==> src/rtl/cmp_branch_pkg.sv <==
// Shared opcodes, FSM state encoding and flag bit positions for the compare/branch front end.
package cmp_branch_pkg;

   localparam logic [2:0] OP_CMP = 3'd0;
   localparam logic [2:0] OP_BEQ = 3'd1;
   localparam logic [2:0] OP_BNE = 3'd2;
   localparam logic [2:0] OP_BGT = 3'd3;
   localparam logic [2:0] OP_BLT = 3'd4;
   localparam logic [2:0] OP_BGE = 3'd5;
   localparam logic [2:0] OP_BLE = 3'd6;
   localparam logic [2:0] OP_JMP = 3'd7;

   typedef enum logic [1:0] {
      ST_IDLE    = 2'd0,
      ST_COMPARE = 2'd1,
      ST_RESP    = 2'd2
   } state_t;

   localparam int FLG_GT = 2;
   localparam int FLG_LT = 1;
   localparam int FLG_EQ = 0;

   function automatic logic is_onehot3(input logic [2:0] f);
      return (f == 3'b001) || (f == 3'b010) || (f == 3'b100);
   endfunction

endpackage

==> src/rtl/cmp_branch_unit_cond.sv <==
// Branch condition evaluation: opcode plus latched flags -> taken / flags-invalid error.
module branch_cond_eval
   import cmp_branch_pkg::*;
(
   input  logic [2:0] i_op,
   input  logic [2:0] i_flags,
   input  logic       i_flags_vld,
   output logic       o_taken,
   output logic       o_err
);

   logic w_cond;

   always_comb begin
      w_cond = 1'b0;
      case (i_op)
         OP_BEQ:  w_cond = i_flags[FLG_EQ];
         OP_BNE:  w_cond = ~i_flags[FLG_EQ];
         OP_BGT:  w_cond = i_flags[FLG_GT];
         OP_BLT:  w_cond = i_flags[FLG_LT];
         OP_BGE:  w_cond = i_flags[FLG_GT] | i_flags[FLG_EQ];
         OP_BLE:  w_cond = i_flags[FLG_LT] | i_flags[FLG_EQ];
         default: w_cond = 1'b0;
      endcase
   end

   always_comb begin
      o_taken = 1'b0;
      o_err   = 1'b0;
      if (i_op == OP_JMP) begin
         o_taken = 1'b1;
      end else if (i_op != OP_CMP) begin
         // A conditional branch with no completed compare falls through and flags the error.
         if (i_flags_vld) o_taken = w_cond;
         else             o_err   = 1'b1;
      end
   end

endmodule

==> src/rtl/cmp_branch_unit.sv <==
// Sequential front end to an external magnitude comparator; resolves branches on latched flags
// and hands taken/next-PC to fetch over a valid/ready channel. One op in flight.
module cmp_branch_unit
   import cmp_branch_pkg::*;
#(
   parameter int DATA_W       = 18,
   parameter int ADDR_W       = 18,
   parameter bit CHECK_ONEHOT = 1'b1
) (
   input  logic              i_clk,
   input  logic              i_rst_n,
   input  logic              i_in_valid,
   output logic              o_in_ready,
   input  logic [2:0]        i_in_op,
   input  logic [DATA_W-1:0] i_in_a,
   input  logic [DATA_W-1:0] i_in_b,
   input  logic [ADDR_W-1:0] i_in_pc,
   input  logic [ADDR_W-1:0] i_in_target,
   output logic [DATA_W-1:0] o_cmp_a,
   output logic [DATA_W-1:0] o_cmp_b,
   input  logic              i_cmp_gt,
   input  logic              i_cmp_lt,
   input  logic              i_cmp_eq,
   output logic              o_res_valid,
   input  logic              i_res_ready,
   output logic              o_res_taken,
   output logic [ADDR_W-1:0] o_res_pc,
   output logic              o_res_err,
   output logic [2:0]        o_flags,
   output logic              o_flags_vld,
   output logic              o_cmp_err
);

   localparam logic [ADDR_W-1:0] PC_INC = {{(ADDR_W-1){1'b0}}, 1'b1};

   state_t      r_state, w_nxt;
   logic        w_accept;
   logic        w_taken, w_err;
   logic [2:0]  w_cmp_res;

   assign o_in_ready  = (r_state == ST_IDLE);
   assign o_res_valid = (r_state == ST_RESP);
   assign w_accept    = i_in_valid & o_in_ready;
   assign w_cmp_res   = {i_cmp_gt, i_cmp_lt, i_cmp_eq};

   branch_cond_eval u_cond (
      .i_op        (i_in_op),
      .i_flags     (o_flags),
      .i_flags_vld (o_flags_vld),
      .o_taken     (w_taken),
      .o_err       (w_err)
   );

   always_ff @(posedge i_clk or negedge i_rst_n) begin
      if (!i_rst_n) r_state <= ST_IDLE;
      else          r_state <= w_nxt;
   end

   always_comb begin
      w_nxt = r_state;
      case (r_state)
         ST_IDLE:    if (w_accept) w_nxt = (i_in_op == OP_CMP) ? ST_COMPARE : ST_RESP;
         ST_COMPARE: w_nxt = ST_IDLE;
         ST_RESP:    if (i_res_ready) w_nxt = ST_IDLE;
         default:    w_nxt = ST_IDLE;
      endcase
   end

   always_ff @(posedge i_clk or negedge i_rst_n) begin
      if (!i_rst_n) begin
         o_cmp_a     <= '0;
         o_cmp_b     <= '0;
         o_res_taken <= 1'b0;
         o_res_pc    <= '0;
         o_res_err   <= 1'b0;
         o_flags     <= 3'b000;
         o_flags_vld <= 1'b0;
         o_cmp_err   <= 1'b0;
      end else begin
         if (w_accept && (i_in_op == OP_CMP)) begin
            o_cmp_a <= i_in_a;
            o_cmp_b <= i_in_b;
         end
         if (w_accept && (i_in_op != OP_CMP)) begin
            o_res_taken <= w_taken;
            o_res_pc    <= w_taken ? i_in_target : (i_in_pc + PC_INC);
            o_res_err   <= w_err;
         end
         if (r_state == ST_COMPARE) begin
            o_flags     <= w_cmp_res;
            o_flags_vld <= 1'b1;
            // Malformed comparator output is still latched; the sticky bit records it.
            if (CHECK_ONEHOT && !is_onehot3(w_cmp_res)) o_cmp_err <= 1'b1;
         end
      end
   end

endmodule
==> config.mk <==
export PLATFORM = sky130hd
export DESIGN_NAME = cmp_branch_unit
export DESIGN_NICKNAME = d
export VERILOG_FILES = /design/src/rtl/cmp_branch_pkg.sv /design/src/rtl/cmp_branch_unit_cond.sv /design/src/rtl/cmp_branch_unit.sv
export SDC_FILE = /design/constraint.sdc
export NUM_CORES = 1
export LEC_CHECK = 0
export BUFFER_PORTS_ARGS = -buffer_cell sky130_fd_sc_hd__buf_2
export CORE_MARGIN = 5
export CORE_UTILIZATION = 46
export DETAILED_ROUTE_END_ITERATION = 6
export GPL_ROUTABILITY_DRIVEN = 0
export HOLD_SLACK_MARGIN = 0.03
export PLACE_DENSITY = 0.78
export SLEW_MARGIN = 40
export SYNTH_ARGS = -nofsm -noshare
export SYNTH_HDL_FRONTEND = slang
export SYNTH_SLANG_ARGS = --single-unit
==> constraint.sdc <==
create_clock -name i_clk -period 2 [get_ports i_clk]
set_input_delay 0.4 -clock i_clk [delete_from_list [all_inputs] [get_ports i_clk]]
set_output_delay 0.4 -clock i_clk [all_outputs]
set_load 0.01 [all_outputs]
==> flow_metrics.py, run 1 <==
metrics = {
    "global_route": {
        "antenna_found_initial": 0,
        "overflow": 0,
        "grt_pass1_vias": 3077,
        "gr-usage-all-layers_pct": 20.7,
        "grt_max_degree": 64,
        "grt_pass1_wl_um": 14000,
    },
    "sta": {
        "period_minus_slack_ns": 1.73,
        "worst_pin_slew_ns": 0.559,
        "hold_violations": 0,
        "maxSlewViolCount": 0,
        "fin_skew_ns": 0.00808,
        "finalSetupViolations": 0,
        "fmax_mhz": 576,
        "max_slew_margin_pct": 62.7,
        "fin_tns_setup_ns": 0,
        "grt_setup_unrepaired": "no",
        "fin_crit_sh_pct": 86.7,
        "hold_slack_ns": 0.0596,
    },
    "run_status": {
        "outcome": "finished clean",
    },
    "final_layout": {
        "drive_gt1_share_pct": 40.3,
        "nets": 564,
        "seqCellArea_mm2": 0.00158,
        "diodes": 0,
        "area_delta_synth_final_pct": 34.6,
        "multiInputGateArea_mm2": 0.00135,
        "fillers": 572,
    },
    "yosys": {
        "synth_ff_type": "dfrtp_1",
        "yosysMostFrequentCell": "nand2_1",
        "netlist_area_mm2": 0.00304,
        "synth_area_leaders": "dfrtp_1 (52%), nand2_1 (17%), xor2_1 (4.0%)",
        "synth_cell_types": 42,
        "synth-edff-count": 0,
        "avgSynthCellArea_um2": 9.09,
        "synth_cells": 334,
        "synth_nets": 417,
        "ys_async_sr_fraction_pct": 100,
        "synthTopCellsByCount": "nand2_1 (134), dfrtp_1 (63), o21ai_0 (20), xor2_1 (14), nor2_1 (11)",
        "synth_top_area_share_pct": 51.9,
        "ys_seq_area_share_pct": 51.9,
        "synth_top_cell_by_area": "dfrtp_1",
        "yosys_warnings": 0,
        "ys_ff_latch": 63,
    },
    "clocking": {
        "htree_levels": 3,
        "cts.repair.resized": 0,
        "cts_setup_buffers": 0,
        "root_buffer": "clkbuf_8",
        "clock_latency_ns": 0.34,
        "cts-buffers-inserted": 9,
        "holdBufCountCts": 0,
        "clk_pin_slew_ns": 0.08,
        "cts_tree": "done",
        "clk_path_buf_depth": 2,
        "cts_sinks": 63,
    },
    "power_and_ir_drop": {
        "ir_drop_v": 0.000687,
        "power.density_mw_per_mm2": 1140,
        "p_leak_nw": 2.21,
    },
    "routing": {
        "drt_first_pass_iters": 4,
        "drc": 0,
        "wirelength_um": 8500,
        "drtAntennaViolNets": 0,
        "viasPerCell": 5.16,
        "vias": 2907,
        "wl_per_cell_um": 15.1,
        "drtIter0Drc": 74,
    },
    "critical_path": {
        "critPathLaunchType": "flop",
        "criticalPathCategory": "flop to flop",
        "critPathArrivalTime_ns": 1.99,
        "cp_max_fo": 16,
        "reg2regPathDepth": 5,
        "end_kind": "flop",
        "cp_data_required_time_ns": 2.25,
    },
    "place": {
        "portBuffers": 144,
        "dp_hpwl_um": 6320,
    },
    "floorplan": {
        "start_util_pct": 47.6,
        "rows": 29,
        "io_pins": 145,
        "core_area_mm2": 0.00639,
        "die_h_um": 91.3,
        "fp.dieArea_mm2": 0.00833,
        "die_x_um": 91.3,
    },
    "run": {
        "maxCapViolations": 0,
    },
    "hold_path": {
        "hold_class": "primary input to async pin",
    },
}
[routing by layer]
layer  wire length [µm]  GRT usage, %  share of wire [%]  vias up
met2               3870          32.0                 46      175
met5                  0             0                  0        -
met3                998          7.85                 12       26
met1               3380          24.6                 40     1318
met4                246          11.6                2.9        0
li1                   -             -                  -     1388
[where the power goes]
part / leakage, nW / internal, mW / switching (mW) / total (mW)
combinational: 1.29 / 0.585 / 0.802 / 1.39
sequential: 0.787 / 1.64 / 0.221 / 1.87
clock: 0.127 / 0.871 / 0.537 / 1.41
[critical path, cell delays in order (launching register included)]
cell	delay, ns
dfrtp_1	0.44
nand2b_1	0.18
a211o_1	0.33
nand4_2	0.29
nand2_1	0.18
o211ai_1	0.22
[sequential cells by signal, summed over array words and instances (netlist names)]
signal       flops
o_flags_vld      1
o_res_pc        18
o_flags          3
o_cmp_a         18
o_cmp_b         18
o_res_taken      1
o_res_err        1
r_state          2
o_cmp_err        1
[through the flow]
stage          instances  power (mW)  area, µm²  util (%)  worst slack, ns
2_1_floorplan        334        2.65       3040         -            0.374
6_report             563        4.66       4090      64.0            0.265
3_5_place_dp         547        3.28       3830      60.0           0.0239
4_1_cts              563        4.71       4080      63.9           0.0720
3_3_place_gp         547        3.23       3830      60.0            0.146
5_1_grt              563        4.94       4090      64.0            0.147
[cell type report]
cell class / count / share of cell area (%)
Clock buffer: 10 / 3.37
Clock inverter: 6 / 2.85
Inverter: 4 / 0.367
Multi-Input combinational cell: 253 / 33.1
Sequential cell: 63 / 38.6
Tap cell: 77 / 2.36
Timing Repair Buffer: 150 / 19.4
[final timing paths]
path / from / endpoint / slack [ns]
min in group i_clk: i_in_b[9] / o_cmp_b[9] / 0.24
worst max register to register: o_flags[0] / o_res_pc[9] / 0.27
max in group asynchronous: i_rst_n / o_cmp_b[14] / 1.66
worst max-delay path: o_flags[0] / o_res_pc[9] / 0.27
worst min register to register: o_cmp_err / o_cmp_err / 0.46
worst min-delay path: i_rst_n / o_res_pc[6] / 0.06
[placed cells by master (no fill, tap or decap), types with 2 or more instances in the layout]
cell and n:
mux2_2 3, nand2_1 134, nor2_2 4, nand3_1 5, inv_1 3, mux2i_1 2, nand4_1 4, o21ai_1 4
o21ai_2 5, nor3_1 4, o21ai_0 20, buf_2 144, a21o_1 2, nand3_2 5, buf_12 2, o211ai_1 3
clkinv_4 2, nor4_1 5, dfrtp_1 63, clkbuf_8 10, nor2_4 4, bufinv_16 3, xor2_1 14, nand4_2 2
nor2_1 10, buf_4 4, xnor2_1 3, nand2b_1 3, a21oi_1 5
[logic make-up (layout without fill, tap and decap cells)]
kind of cell               Yosys count  in the layout  share of synthesized area, %
buffers and inverters               18            170                          3.58
muxes                                5              5                          1.77
and+or+nand+nor                    187            187                          28.7
AOI/OAI and AO/OA                   43             43                          8.73
DFF                                 63             63                          51.9
adders and majority gates            1              1                         0.412
xor gates and xnor gates            17             17                          4.90
No activity file was read; power rests on OpenSTA's default activity.
==> run 2: changes to the inputs <==
Settings changed: PLACE_DENSITY 0.78 to 0.77, SYNTH_HIERARCHICAL set to 1.
==> flow_metrics.py, run 2 <==
metrics = {
    "power_and_ir_drop": {
        "p_leak_nw": 1.99,
        "power.total_mw": 4.55,
        "ir_drop_v": 0.000766,
        "p_switching_mw": 1.54,
        "pwr-share-clk_pct": 23.8,
        "seqPwrFrac_pct": 41.7,
        "internal_power_mw": 3.01,
        "power.density_mw_per_mm2": 1110,
        "swShare_pct": 33.8,
        "power_frac_comb_pct": 34.5,
    },
    "routing": {
        "wirelength_um": 7820,
        "vias": 2633,
        "drt_first_pass_iters": 4,
        "drtIter0Drc": 122,
        "wl_per_cell_um": 15.8,
        "drc": 0,
        "viasPerCell": 5.31,
        "drtAntennaViolNets": 0,
    },
    "floorplan": {
        "core_area_mm2": 0.00639,
        "io_pins": 145,
        "fp.dieArea_mm2": 0.00836,
        "start_util_pct": 47.7,
        "rows": 29,
        "die_x_um": 91.4,
        "die_h_um": 91.4,
    },
    "clocking": {
        "htree_levels": 3,
        "cts_setup_buffers": 0,
        "cts_tree": "done",
        "clk_pin_slew_ns": 0.08,
        "clk_path_buf_depth": 2,
        "root_buffer": "clkbuf_8",
        "cts-buffers-inserted": 9,
        "cts_sinks": 63,
        "clock_latency_ns": 0.33,
    },
    "global_route": {
        "grt_pass1_wl_um": 12500,
        "overflow": 0,
        "grt_max_degree": 64,
        "gr-usage-all-layers_pct": 18.2,
        "grt_pass1_vias": 2613,
        "antenna_found_initial": 0,
    },
    "sta": {
        "hold_violations": 0,
        "fmax_mhz": 546,
        "maxSlewViolCount": 0,
        "hold_slack_ns": 0.0814,
        "fin_tns_setup_ns": 0,
        "max_slew_margin_pct": 73.8,
        "grt_setup_unrepaired": "no",
        "worst_pin_slew_ns": 0.389,
        "fin_crit_sh_pct": 91.7,
        "period_minus_slack_ns": 1.83,
        "finalSetupViolations": 0,
        "fin_skew_ns": 0.0118,
    },
    "critical_path": {
        "cp_max_fo": 8,
        "criticalPathCategory": "flop to flop",
        "cp_data_required_time_ns": 2.21,
        "end_kind": "flop",
        "critPathArrivalTime_ns": 2.05,
        "critPathLaunchType": "flop",
    },
    "run": {
        "maxCapViolations": 0,
    },
    "yosys": {
        "yosys_warnings": 6,
        "synth_nets": 348,
        "avgSynthCellArea_um2": 11.5,
        "ys_ff_latch": 63,
        "ys_async_sr_fraction_pct": 100,
        "synth_ff_type": "dfrtp_1",
        "synth_top_area_share_pct": 51.7,
        "synth_cells": 265,
        "netlist_area_mm2": 0.00305,
        "synth_top_cell_by_area": "dfrtp_1",
        "ys_seq_area_share_pct": 51.7,
        "synth-edff-count": 0,
        "yosysMostFrequentCell": "dfrtp_1",
        "synth_area_leaders": "dfrtp_1 (52%), mux2_2 (15%), nand2_1 (3.2%)",
        "synthTopCellsByCount": "dfrtp_1 (63), mux2_2 (40), nand2_1 (26), nand3_1 (18), nor2_1 (12)",
        "synth_cell_types": 41,
    },
    "hold_path": {
        "hold_class": "primary input to async pin",
    },
    "place": {
        "portBuffers": 144,
        "placed_cells": 480,
        "dp_hpwl_um": 5980,
    },
    "final_layout": {
        "final_cells": 496,
        "reg_top3": "o_cmp_a (18), o_cmp_b (18), o_res_pc (18)",
        "diodes": 0,
        "area_delta_synth_final_pct": 34.3,
        "final_common_cell": "buf_2",
        "layout_common_cells": "buf_2 (144), dfrtp_1 (63), mux2_2 (40)",
        "nets": 497,
        "fillers": 534,
        "drive_gt1_share_pct": 52.7,
    },
    "run_status": {
        "outcome": "finished clean",
    },
}
==> run 2: area by class of cell <==
cell class / count / area [µm²] / share of cell area, %
Tap cell: 77 / 96.3 / 2.35
Sequential cell: 63 / 1580 / 38.5
Inverter: 6 / 22.5 / 0.550
Clock inverter: 7 / 72.6 / 1.77
Timing Repair Buffer: 152 / 822 / 20.1
Clock buffer: 9 / 124 / 3.03
Multi-Input combinational cell: 182 / 1380 / 33.7
==> run 2: power groups by stage <==
stage | Sequential (mW) | Combinational [mW] | Clock (mW)
after floorplan | 2.11 | 0.651 | 0
after global placement | 1.90 | 1.54 | 0
after detailed placement | 1.92 | 1.58 | 0
after CTS | 1.91 | 1.58 | 1.11
after global routing | 1.96 | 1.72 | 1.17
final | 1.90 | 1.57 | 1.08
==> run 2: repair_timing <==
| action | in CTS | in global routing |
|---|---|---|
| gates resized for setup | 0 | 3 |
| endpoints found under the setup margin | 0 | 9 |
| hold buffers | 0 | 0 |
==> run 2: critical path: stages (launching register included) <==
cell	delay [ns]
dfrtp_1	0.40
mux2_2	0.36
a2bb2oi_2	0.17
a221oi_4	0.06
or3_4	0.47
a221oi_2	0.19
nor3_1	0.08
==> run 2: path summary, 6_finish.rpt <==
path | start | endpoint | slack, ns | cells after the start
worst max register to register | o_flags[0] | o_res_pc[11] | 0.17 | 6
worst max-delay path | o_flags[0] | o_res_pc[11] | 0.17 | 6
min in group i_clk | i_res_ready | r_state[1] | 0.25 | 2
worst min-delay path | i_rst_n | o_cmp_a[1] | 0.08 | 2
max in group asynchronous | i_rst_n | o_cmp_err | 1.65 | 2
worst min register to register | o_cmp_err | o_cmp_err | 0.47 | 1
==> run 2: cell families (layout without fill, tap and decap cells) <==
group                      Yosys count  count (layout)  share of synthesized area (%)
AOI/OAI and AO/OA                   26              26                           7.02
muxes                               48              48                           17.4
DFF                                 63              63                           51.7
adders and majority gates            1               1                          0.410
and+or+nand+nor                     97              97                           16.9
buffers and inverters               20             174                           3.73
xor gates and xnor gates            10              10                           2.87
==> run 2: layer usage <==
metal  share of wire, %  global-route usage, %  up-vias
met1                 38                   21.8     1248
li1                   -                      -     1253
met5                  0                      0        -
met4                2.4                   8.31        0
met2                 49                   29.0      117
met3                9.7                   6.94       15
==> run 2: metrics by stage <==
step                      setup slack [ns]  utilization (%)  cell area [µm²]
after floorplan                      0.146                -             3050
after global placement             0.00996             60.8             3880
after detailed placement           -0.0309             60.8             3880
after CTS                           0.0402             63.9             4080
after global routing                0.0429             64.1             4090
final                                0.167             64.1             4090
